[src/rtl/pipeline_pkg.sv]
// Shared pipeline definitions: instruction field bounds, LDR/STR decode and
// the memory-stage state encoding.
package pipeline_pkg;

    localparam int unsigned OPC_MSB = 31;
    localparam int unsigned OPC_LSB = 25;
    localparam int unsigned RT_MSB  = 15;
    localparam int unsigned RT_LSB  = 12;
    localparam int unsigned OPC_W   = OPC_MSB - OPC_LSB + 1;
    localparam int unsigned RT_W    = RT_MSB - RT_LSB + 1;
    localparam int unsigned INSTR_W = 32;
    localparam int unsigned PC_W    = 7;

    typedef enum logic [0:0] {
        IDLE   = 1'b0,
        ACCESS = 1'b1
    } mem_state_t;

    function automatic logic is_ldr(input logic [OPC_W-1:0] op);
        return (op[6:4] == 3'b110) || (op[6:3] == 4'b1000);
    endfunction

    function automatic logic is_str(input logic [OPC_W-1:0] op);
        return (op[6:4] == 3'b111) || (op[6:3] == 4'b1001);
    endfunction

endpackage

[src/rtl/memory_pipeline_unit.sv]
// Enable-gated instr/pc stage register; exposes the opcode and rt fields of
// the held instruction.
module memory_pipeline_unit
    import pipeline_pkg::*;
(
    input  logic               clk_i,
    input  logic               rst_n_i,
    input  logic               en_i,
    input  logic [INSTR_W-1:0] instr_i,
    input  logic [PC_W-1:0]    pc_i,
    output logic [INSTR_W-1:0] instr_o,
    output logic [PC_W-1:0]    pc_o,
    output logic [OPC_W-1:0]   opcode_o,
    output logic [RT_W-1:0]    rt_o
);

    logic [INSTR_W-1:0] instr_q;
    logic [PC_W-1:0]    pc_q;

    // Stage register: loads only on an accepted instruction, otherwise holds.
    always_ff @(posedge clk_i) begin
        if (!rst_n_i) begin
            instr_q <= {INSTR_W{1'b0}};
            pc_q    <= {PC_W{1'b0}};
        end else if (en_i) begin
            instr_q <= instr_i;
            pc_q    <= pc_i;
        end else begin
            instr_q <= instr_q;
            pc_q    <= pc_q;
        end
    end

    assign instr_o  = instr_q;
    assign pc_o     = pc_q;
    assign opcode_o = instr_q[OPC_MSB:OPC_LSB];
    assign rt_o     = instr_q[RT_MSB:RT_LSB];

endmodule

[src/rtl/ldr_str_memory_unit.sv]
// Memory-access stage: accepts instructions from execute, runs LDR/STR through
// a req/ack handshake with timeout, and retires each one to writeback.
module ldr_str_memory_unit
    import pipeline_pkg::*;
#(
    parameter int unsigned ACK_TIMEOUT = 16
) (
    input  logic               clk,
    input  logic               rst_n,
    input  logic [INSTR_W-1:0] instr_in,
    input  logic [PC_W-1:0]    pc_in,
    input  logic               valid_in,
    output logic               stall_out,
    output logic               mem_req,
    output logic               mem_w_en,
    input  logic               mem_ack,
    output logic [INSTR_W-1:0] instr_out,
    output logic [PC_W-1:0]    pc_out,
    output logic [OPC_W-1:0]   opcode,
    output logic [RT_W-1:0]    rt,
    output logic               valid_out,
    output logic               mem_err
);

    localparam int unsigned CNT_W = $clog2(ACK_TIMEOUT + 1);
    localparam logic [CNT_W-1:0] CNT_LAST = CNT_W'(ACK_TIMEOUT - 1);

    mem_state_t         state_q, state_d;
    logic [CNT_W-1:0]   cnt_q, cnt_d;
    logic               valid_q, valid_d;
    logic               err_q, err_d;
    logic               w_en_q, w_en_d;
    logic               req_s;
    logic               stall_s;
    logic               accept_s;
    logic               mem_op_s;
    logic [OPC_W-1:0]   in_op_s;

    assign in_op_s  = instr_in[OPC_MSB:OPC_LSB];
    assign mem_op_s = is_ldr(in_op_s) || is_str(in_op_s);
    assign accept_s = valid_in && !stall_s;

    // State, timeout counter and retire pulse registers.
    always_ff @(posedge clk) begin
        if (!rst_n) begin
            state_q <= IDLE;
            cnt_q   <= {CNT_W{1'b0}};
            valid_q <= 1'b0;
            err_q   <= 1'b0;
            w_en_q  <= 1'b0;
        end else begin
            state_q <= state_d;
            cnt_q   <= cnt_d;
            valid_q <= valid_d;
            err_q   <= err_d;
            w_en_q  <= w_en_d;
        end
    end

    // Next state: an ack on the timeout cycle wins over the abort.
    always_comb begin
        state_d = state_q;
        cnt_d   = cnt_q;
        valid_d = 1'b0;
        err_d   = 1'b0;
        w_en_d  = w_en_q;
        case (state_q)
            IDLE: begin
                if (accept_s && mem_op_s) begin
                    state_d = ACCESS;
                    cnt_d   = {CNT_W{1'b0}};
                    w_en_d  = is_str(in_op_s);
                end else if (accept_s) begin
                    valid_d = 1'b1;
                end else begin
                    valid_d = 1'b0;
                end
            end
            ACCESS: begin
                cnt_d = cnt_q + CNT_W'(1);
                if (mem_ack) begin
                    state_d = IDLE;
                    valid_d = 1'b1;
                end else if (cnt_q == CNT_LAST) begin
                    state_d = IDLE;
                    valid_d = 1'b1;
                    err_d   = 1'b1;
                end else begin
                    state_d = ACCESS;
                end
            end
            default: begin
                state_d = IDLE;
                cnt_d   = {CNT_W{1'b0}};
            end
        endcase
    end

    // Outputs decoded from the state register only.
    always_comb begin
        req_s   = 1'b0;
        stall_s = 1'b0;
        case (state_q)
            IDLE: begin
                req_s   = 1'b0;
                stall_s = 1'b0;
            end
            ACCESS: begin
                req_s   = 1'b1;
                stall_s = 1'b1;
            end
            default: begin
                req_s   = 1'b0;
                stall_s = 1'b0;
            end
        endcase
    end

    memory_pipeline_unit u_stage (
        .clk_i    (clk),
        .rst_n_i  (rst_n),
        .en_i     (accept_s),
        .instr_i  (instr_in),
        .pc_i     (pc_in),
        .instr_o  (instr_out),
        .pc_o     (pc_out),
        .opcode_o (opcode),
        .rt_o     (rt)
    );

    assign stall_out = stall_s;
    assign mem_req   = req_s;
    assign mem_w_en  = req_s & w_en_q;
    assign valid_out = valid_q;
    assign mem_err   = err_q;

endmodule

[config.mk]
export PLATFORM = sky130hd
export DESIGN_NAME = ldr_str_memory_unit
export DESIGN_NICKNAME = d
export VERILOG_FILES = /design/src/rtl/pipeline_pkg.sv /design/src/rtl/memory_pipeline_unit.sv /design/src/rtl/ldr_str_memory_unit.sv
export SDC_FILE = /design/constraint.sdc
export NUM_CORES = 1
export LEC_CHECK = 0
export ABC_CLOCK_PERIOD_IN_PS = 1900
export BUFFER_PORTS_ARGS = -buffer_cell sky130_fd_sc_hd__buf_2
export CORE_MARGIN = 4
export CORE_UTILIZATION = 30
export CTS_BUF_LIST = sky130_fd_sc_hd__clkbuf_2 sky130_fd_sc_hd__clkbuf_4 sky130_fd_sc_hd__clkbuf_8
export DETAILED_ROUTE_END_ITERATION = 8
export GPL_TIMING_DRIVEN = 0
export SETUP_SLACK_MARGIN = 0.02
export SYNTH_ARGS = -nofsm -noshare
export SYNTH_HDL_FRONTEND = slang
export SYNTH_SLANG_ARGS = --single-unit
[constraint.sdc]
create_clock -name clk -period 1.9 [get_ports clk]
set_clock_uncertainty 0.2 [all_clocks]
set_input_delay 0.19 -clock clk [delete_from_list [all_inputs] [get_ports clk]]
set_output_delay 0.19 -clock clk [all_outputs]
set_load 0.02 [all_outputs]
---- Yosys cells after proc, flatten, opt, wreduce, memory -nomap -nowiden ----
Index checks and enable logic that the tools add are counted.
operators by class
  add/subtract/negate cells ............... 1
  multipliers ............................. 0
  div/mod/pow operators ................... 0
  order comparisons ....................... 0
  equal/unequal tests ..................... 6
  shift operators ......................... 0
  mux-type cells .......................... 12
  bitwise gates (word level) .............. 3
  reductions and logical operators ........ 8
operators by type and width
  cell                   number
  $pmux W5 S2            1
  $eq A4 B4 Y1 const B   2
  $mux W1                7
  $eq A3 B3 Y1 const B   2
  $pmux W1 S2            3
  $add A5 B1 Y5 const B  1
  $eq A5 B4 Y1 const B   1
  $mux W5                1
  $logic_or A1 B1 Y1     3
  $reduce_or A3 Y1       1
  $logic_and A1 B1 Y1    2
  $ne A2 B2 Y1 const B   1
  $not A1 Y1             2
  $reduce_and A2 Y1      1
  $and A1 B1 Y1          1
  $logic_not A1 Y1       1
word-level totals
  flip-flop bits (word level) ............. 48
  latch bits .............................. 0
  bits in writable memories ............... 0
  ROM bits ................................ 0
  bits of input ports ..................... 43
  output and inout bits ................... 55
  word-level logic and storage cells ...... 37
  memories ................................ 0

---- Logic depth before layout (Yosys ltp) ----
Gate-level depths: netlist of run 1.
  word-level depth ........................ 7
  mapped depth ............................ 6
  mapped depth without buffers ............ 5

---- Hierarchy ----
Synthesis of run 1 repeated with hierarchy kept, for this count alone.
second synthesis, totals
  cell total of the unflattened synthesis .. 185
  area, all modules ....................... 2031.9 sq um
by module, submodules not included
  module                instances  cells an instance  area an instance (sq um)  sequential area each (sq um)
  memory_pipeline_unit  1          137                1571.5                    780.7
  ldr_str_memory_unit   1          48                 460.4                     180.2

---- Least setup slack after synthesis of run 1 ----
Ideal clock, no wire load.
  path type ............................... register to register
  from .................................... reg state_q
  to ...................................... reg w_en_q
  library setup time ...................... 116 ps
  arrival time ............................ 1245 ps
  data required time ...................... 1584 ps
  path slack .............................. 339 ps
  cell stages (with the launch flop) ...... 5
  path buffers ............................ 1
  cell sequence ........................... dfxtp_1 -> buf_6 -> nand2b_4 -> or4_1 -> o211a_1
between the ends
  longest elaborated chain between the ends .. 6
ends and longest elaborated chain
  element                        RTL line                    source
  start: declaration             ldr_str_memory_unit.sv:28   mem_state_t state_q, state_d;
  start signal: assignment       ldr_str_memory_unit.sv:52   state_q <= state_d;
  $not A1 Y1 (no line)           --
  $pmux W1 S2                    ldr_str_memory_unit.sv:103  case (state_q)
  $logic_not A1 Y1               ldr_str_memory_unit.sv:41   assign accept_s = valid_in && !stall_s;
  $logic_and A1 B1 Y1            ldr_str_memory_unit.sv:41
  $logic_and A1 B1 Y1            ldr_str_memory_unit.sv:69   if (accept_s && mem_op_s) begin
  $reduce_and A2 Y1 (no line) *  --
  end signal: assignment         ldr_str_memory_unit.sv:56   w_en_q <= w_en_d;
  end: declaration               ldr_str_memory_unit.sv:32   logic w_en_q, w_en_d;
Mark *: on every way between the ends. The rest lies on a longest branch, timed or not.
A chain may end at the register's enable or synchronous reset.

---- Worst setup path in the final report of run 1 ----
  from .................................... in instr_in[29]
  to ...................................... reg cnt_q[3]
between the ends
  longest elaborated chain between the ends .. 5
  elaborated cells on any way between the ends .. 9
  those cells by class .................... eq/ne (5); reduce/logical (4)
ends and longest elaborated chain
  element                                       RTL line                                source
  start: declaration                            ldr_str_memory_unit.sv:10               input logic [INSTR_W-1:0] instr_in,
  $eq A4 B4 Y1, or another cell as far along    pipeline_pkg.sv:20                      return (op[6:4] == 3'b110) || (op[6:3] == 4'b1000);
  $logic_or A1 B1 Y1, on equally long branches  pipeline_pkg.sv:20, pipeline_pkg.sv:24
  $logic_or A1 B1 Y1 *                          ldr_str_memory_unit.sv:40               assign mem_op_s = is_ldr(in_op_s) || is_str(in_op_s);
  $logic_and A1 B1 Y1 *                         ldr_str_memory_unit.sv:69
  $ne A2 B2 Y1 (no line) *                      --
  end signal: assignment                        ldr_str_memory_unit.sv:47               cnt_q <= {CNT_W{1'b0}};
  end signal: assignment                        ldr_str_memory_unit.sv:53               cnt_q <= cnt_d;
  end: declaration                              ldr_str_memory_unit.sv:29               logic [CNT_W-1:0] cnt_q, cnt_d;
Marks and branches as above.

==> results of run 1 <==
-- state kept, by name, indices dropped and copies added (netlist names) --
| signal | cells |
|---|---|
| u_stage.pc_o | 7 |
| w_en_q | 1 |
| valid_out | 1 |
| state_q | 1 |
| cnt_q | 5 |
| u_stage.instr_o | 32 |
| mem_err | 1 |
-- worst max path at each step --
stage	startpoint	to	depth (start not counted)
after floorplan	state_q$_SDFF_PN0_	w_en_q$_SDFFE_PN0P_	4
after global placement	cnt_q[0]$_SDFFE_PN0P_	valid_out$_SDFF_PN0_	5
after detailed placement	state_q$_SDFF_PN0_	u_stage.pc_o[1]$_SDFFE_PN0P_	5
after CTS	instr_in[29]	cnt_q[1]$_SDFFE_PN0P_	5
after global routing	state_q$_SDFF_PN0_	u_stage.instr_o[31]$_SDFFE_PN0P_	5
final	instr_in[29]	cnt_q[3]$_SDFFE_PN0P_	5
-- per-layer routing --
metal | vias to the layer above | share of wire | global-route usage | wire, um
met5 | - | 0 | 0 | 0
met4 | 0 | 0.012 | 0.0406 | 60
met3 | 7 | 0.085 | 0.0387 | 440
met2 | 64 | 0.45 | 0.225 | 2310
met1 | 876 | 0.46 | 0.172 | 2350
li1 | 1026 | - | - | -
-- cells by family (layout without fill, tap and decap cells) --
family                   after synthesis  count (layout)  share of synthesized area
AND/OR/NAND/NOR                      101             101                      0.219
flip-flops                            48              48                      0.489
AO/OA/AOI/OAI                         50              50                      0.189
adder cells (fa/ha/maj)                2               2                     0.0127
buffers and inverters                 30             174                     0.0910
-- layout make-up --
cell class	instances	area share
Buffer	27	0.0551
Clock buffer	8	0.0321
Inverter	3	0.00370
Multi-Input combinational cell	153	0.272
Sequential cell	48	0.316
Tap cell	77	0.0317
Timing Repair Buffer	136	0.290
-- power groups by stage --
stage	Clock (mW)	Combinational (mW)	Sequential, mW
after floorplan	0	0.162	1.18
after detailed placement	0	0.372	1.11
after CTS	0.688	0.436	1.09
after global placement	0	0.369	1.11
after global routing	0.727	0.480	1.10
final	0.654	0.429	1.09
-- worst max-delay path, cell delays in order --
cell and delay, ps:
dlygate4sd3_1 530, buf_2 130, nor2b_1 140, nor3_1 420, o22ai_1 170
-- cells in the mapped netlist, drive strengths merged, types with 2 or more instances --
library cell	count	area [um2]
a21boi	40	300
and3	2	12.5
buf	20	141
clkbuf	7	26.3
dfxtp	48	961
ha	2	25.0
inv	3	11.3
nand2	81	304
nand2b	2	20.0
nand3	4	20.0
nor2b	3	18.8
nor3	3	15.0
o21ai	3	15.0
o22ai	2	12.5
-- timing repair --
| action | in CTS | in global routing |
|---|---|---|
| endpoints found under the hold margin | 40 | 0 |
| setup buffers | 0 | 0 |
| hold buffers | 40 | 0 |
==> key figures, run 1 <==
Run status
  • Status: completed

Final layout
  • Antenna cell count: 0
  • Register area: between 900 and 1000 um2
  • Share of cells above drive strength 1: 0.333
  • Most frequent cells in the layout: buf_2 (101), nand2_1 (81), dfxtp_1 (48)
  • Design area: ~3000 um2
  • Commonest non-fill, non-tap cell in the layout: buf_2
  • Multi-input combinational cell area: 827 um2
  • Final Non-Filler Cells: 452
  • Layout overhead on the synthesized area: 54.6%
  • Fin nets: 419
  • Final core area utilization: 0.479
  • Fillers: 624

Synth
  • Syn Nets: 276
  • Yosys reg bits: 48
  • Syn avg cell area: around 8.5 um2
  • Ys flop type: dfxtp_1
  • Netlist cell types: 28
  • Post-synth EDFFs: 0
  • Syn. warnings: 0
  • Synthesized instance count: 231
  • Post-Syn Area: 1970 um2
  • Seq/Total Area, Yosys: 0.489
  • Synth async-reset ratio: 0

Pwr
  • P_sw: 583 uW
  • Internal Pwr Total: between 1.5 and 2 mW
  • Part of the power in the clock network: 0.301
  • Sw Share: 0.268
  • Comb power frac: 0.198
  • Leakage: 1.47 nW
  • Sequential share of power: 0.501
  • Power per cell area: between 700 and 800 nW/um2
  • Power Total: 2.17 mW
  • Worst vdd ir: 0.345 mV

Run
  • Max Cap Viol: 0

Placement
  • Placed inst area: 2540 um2
  • Placer Congestion: approximately 0.73
  • PortBufs: 96
  • Placed insts: 404
  • Pre-CTS setup slack: 313 ps
  • HPWL Detailed: ~3.6 mm

Hold path
  • Hold path endpoint: cnt_q[3]$_SDFFE_PN0P_
  • Min-Delay Startpoint: rst_n
  • Worst hold stages: 3
  • Hold WC Path Type: input pin to register

Clock tree
  • CTS Buf Count: 5
  • CTS tree: yes
  • Clk_lat worst skew: 290 ps
  • CTS sink count: 48
  • CTS HTree Levels: 2
  • Clock Path Buffers: 2
  • Post-CTS sizing: 0
  • Root Buffer: clkbuf_8
  • Clk pin slew, worst setup/hold paths: 80 ps

Critical path
  • Worst path arrival time: between 1500 and 2000 ps
  • Crit Reg-Reg Endpoint: u_stage.instr_o[31]$_SDFFE_PN0P_
  • Critical Path Start Type: input pin
  • CP Data Required Time: approximately 1900 ps
  • Reg2Reg Setup Slack: 310 ps
  • CP endpoint kind: register
  • Worst Setup Path Type: input pin to register
  • Worst Path Max Fanout: 5
  • RR Startpoint: state_q$_SDFF_PN0_
  • FF-to-FF path depth: 5

Route
  • Vias per cell: 4.37
  • DRC errors left: 0
  • DRT Pass-1 Iters: 4
  • Final ANT Viol Nets: 0
  • Routed len/inst: ~11 um
  • Starting DRT DRC Count: 48
  • Final WL: 5.17 mm
  • DR vias: between 1500 and 2000

GRT
  • Global route total overflow: 0
  • Largest net degree at the start of global routing: 14
  • First-pass GRT wire length: 8.53 mm
  • Number of global-route vias before repair: 1857
  • Antenna violations before repair: 0
  • All-Layer GR Usage: 0.136

Floorplanning
  • # rows: 29
  • Die X: 89.0 um
  • DIE HEIGHT: 89.0 um
  • Starting Density: 0.310
  • Die ar.: 7920 um2
  • # IOs: 98
  • Total core area: 6350 um2

STA
  • Fmax: 618 MHz
  • Pins over their slew limit: 0
  • Final setup TNS: 0 ps
  • Final setup vio count: 0
  • Worst slew pin tran: 528 ps
  • Final setup margin: 283 ps
  • Slew HR: 0.645
  • Hold Slack: 41.4 ps
  • RSZ-0062 raised after global routing: false
  • Final worst path period need: 1620 ps
  • Period Utilization, post-route: 0.851
  • Endpoints failing hold: 0
No activity file was read; power rests on OpenSTA's default activity.
==> inputs of run 2 (changes only) <==
- ABC_CLOCK_PERIOD_IN_PS: 1900 -> 1620
- clock period: 1.9 -> 1.62 ns (I/O delays scaled with it)
==> key figures, run 2 (synthesis gave the netlist of run 1 again) <==
Run status
  • Status: completed

Clock tree
  • Clk_lat worst skew: 290 ps (about the same)
  • CTS Buf Count: 5 (unchanged)
  • CTS tree: yes
  • CTS HTree Levels: 2 (unchanged)
  • Clock Path Buffers: 2 (unchanged)
  • Clk pin slew, worst setup/hold paths: 90 ps (about the same)
  • CTS sink count: 48 (unchanged)
  • Root Buffer: clkbuf_8

Critical path
  • Critical Path Start Type: input pin
  • Worst Setup Path Type: input pin to register
  • FF-to-FF path depth: 4 (-1)
  • Worst path arrival time: 1530 ps (-50 ps)
  • CP endpoint kind: register
  • Worst Path Max Fanout: 3 (-2)
  • Crit Reg-Reg Endpoint: w_en_q$_SDFFE_PN0P_
  • RR Startpoint: state_q$_SDFF_PN0_
  • CP Data Required Time: 1610 ps (-250 ps)
  • Reg2Reg Setup Slack: 100 ps (-210 ps)

Final layout
  • Final Non-Filler Cells: 455 (+0.66%)
  • Antenna cell count: 0 (unchanged)
  • Max reg flops: 32 (unchanged)
  • Share of cells above drive strength 1: 0.352 (+0.0185)
  • Most frequent cells in the layout: buf_2 (100), nand2_1 (81), dfxtp_1 (46)
  • Fin nets: 422 (+0.72%)
  • Layout overhead on the synthesized area: 57.4%
  • Commonest non-fill, non-tap cell in the layout: buf_2

Placement
  • Pre-CTS setup slack: 33.2 ps (-280 ps)
  • Placed insts: 404 (unchanged)
  • HPWL Detailed: 3.59 mm (unchanged)
  • Placer Congestion: 0.727 (unchanged)
  • PortBufs: 96 (unchanged)

Pwr
  • Worst vdd ir: 0.403 mV (+17%)
  • Leakage: 1.50 nW (+1.8%)
  • Power per cell area: 828 nW/um2 (+16%)

STA
  • RSZ-0062 raised after global routing: false
  • Final worst path period need: ~1500 ps
  • Fmax: 650 MHz
  • Period Utilization, post-route: 0.949
  • Final setup vio count: 0 (unchanged)
  • Endpoints failing hold: 0 (unchanged)
  • Worst slew pin tran: 419 ps (-109 ps)
  • Final setup margin: 82.3 ps (-201 ps)
  • Final setup TNS: 0 ps (unchanged)
  • Pins over their slew limit: 0 (unchanged)
  • Slew HR: 0.720 (+0.0751)

Hold path
  • Worst hold stages: 3 (unchanged)
  • Hold WC Path Type: input pin to register
  • Hold path endpoint: cnt_q[0]$_SDFFE_PN0P_
  • Min-Delay Startpoint: valid_in

GRT
  • Largest net degree at the start of global routing: 14 (unchanged)
  • Antenna violations before repair: 0 (unchanged)
  • First-pass GRT wire length: 8.60 mm (+0.89%)
  • Number of global-route vias before repair: 1857 (unchanged)
  • All-Layer GR Usage: 0.137 (+0.00134)
  • Global route total overflow: 0 (unchanged)

Run
  • Max Cap Viol: 0 (unchanged)

Floorplanning
  • # IOs: 98 (unchanged)
  • DIE HEIGHT: 89.0 um (unchanged)
  • Die ar.: 7920 um2 (unchanged)
  • Die X: 89.0 um (unchanged)
  • Starting Density: 0.310 (unchanged)
  • Total core area: 6350 um2 (unchanged)
  • # rows: 29 (unchanged)

Route
  • Final WL: 5.25 mm (+1.7%)
  • Routed len/inst: 11.5 um (+0.99%)
  • DRT Pass-1 Iters: 3 (-1)
  • DRC errors left: 0 (unchanged)
  • Vias per cell: 4.37 (about the same)
  • DR vias: 1987 (+0.71%)
  • Starting DRT DRC Count: 48 (unchanged)
  • Final ANT Viol Nets: 0 (unchanged)
[run 2: cell count changes in the layout (fill, tap and decap cells not counted), moves of 2 or more]
cell	before	now
buf_6	1	3
dfxtp_2	0	2
clkbuf_1	7	5
clkbuf_2	0	2
dfxtp_1	48	46
dlygate4sd3_1	40	42
[run 2: per-layer routing]
layer	global-route usage	vias to the layer above	wire, um	share of wire
met2	0.231	63	2410	0.46
met4	0.0406	0	41	0.0078
met1	0.171	888	2390	0.46
li1	-	1031	-	-
met5	0	-	0	0
met3	0.0387	5	411	0.078
[run 2: report_power, final]
group	switching, mW	internal [mW]
Clock	0.385	0.382
Sequential	0.0336	1.24
Combinational	0.270	0.248
Total	0.689	1.87
[run 2: through the flow]
step	cell area, um2	hold slack (ps)	power (mW)	util
final	3100	55.4	2.56	0.487
after global routing	3100	57.9	2.72	0.487
after CTS	3060	41.9	2.60	0.483
after detailed placement	2540	162	1.74	0.401
after global placement	2540	160	1.74	0.401
after floorplan	1970	38.3	1.57	-
[run 2: what timing repair did]
item / 4_1_cts / 5_1_grt
hold buffers: 42 / 0
endpoints found under the hold margin: 42 / 0
setup endpoints to repair: 4 / 38
buffers inserted: 0 / 1
gates resized for setup: 2 / 10
[run 2: how the worst max path moves through the flow]
| stage | cells past startpoint | slack (ps) | from | end |
|---|---|---|---|---|
| floorplan | 4 | 60 | state_q$_SDFF_PN0_ | w_en_q$_SDFFE_PN0P_ |
| global placement | 5 | 8 | cnt_q[0]$_SDFFE_PN0P_ | valid_out$_SDFF_PN0_ |
| detailed placement | 5 | 30 | state_q$_SDFF_PN0_ | u_stage.pc_o[1]$_SDFFE_PN0P_ |
| CTS | 4 | 20 | state_q$_SDFF_PN0_ | cnt_q[1]$_SDFFE_PN0P_ |
| global route | 5 | 30 | instr_in[31] | w_en_q$_SDFFE_PN0P_ |
| finish | 5 | 80 | instr_in[31] | w_en_q$_SDFFE_PN0P_ |
[run 2: layout make-up]
| class | instances | area [um2] |
|---|---|---|
| Sequential cell | 48 | 963 |
| Fill cell | 614 | 3250 |
| Tap cell | 77 | 96.3 |
| Inverter | 3 | 11.3 |
| Buffer | 27 | 180 |
| Clock buffer | 8 | 97.6 |
| Timing Repair Buffer | 139 | 908 |
| Multi-Input combinational cell | 153 | 838 |
[run 2: worst max-delay path: stages]
cell	delay, ps
dlygate4sd3_1	530
buf_2	130
inv_1	60
or4_1	510
o211a_1	130
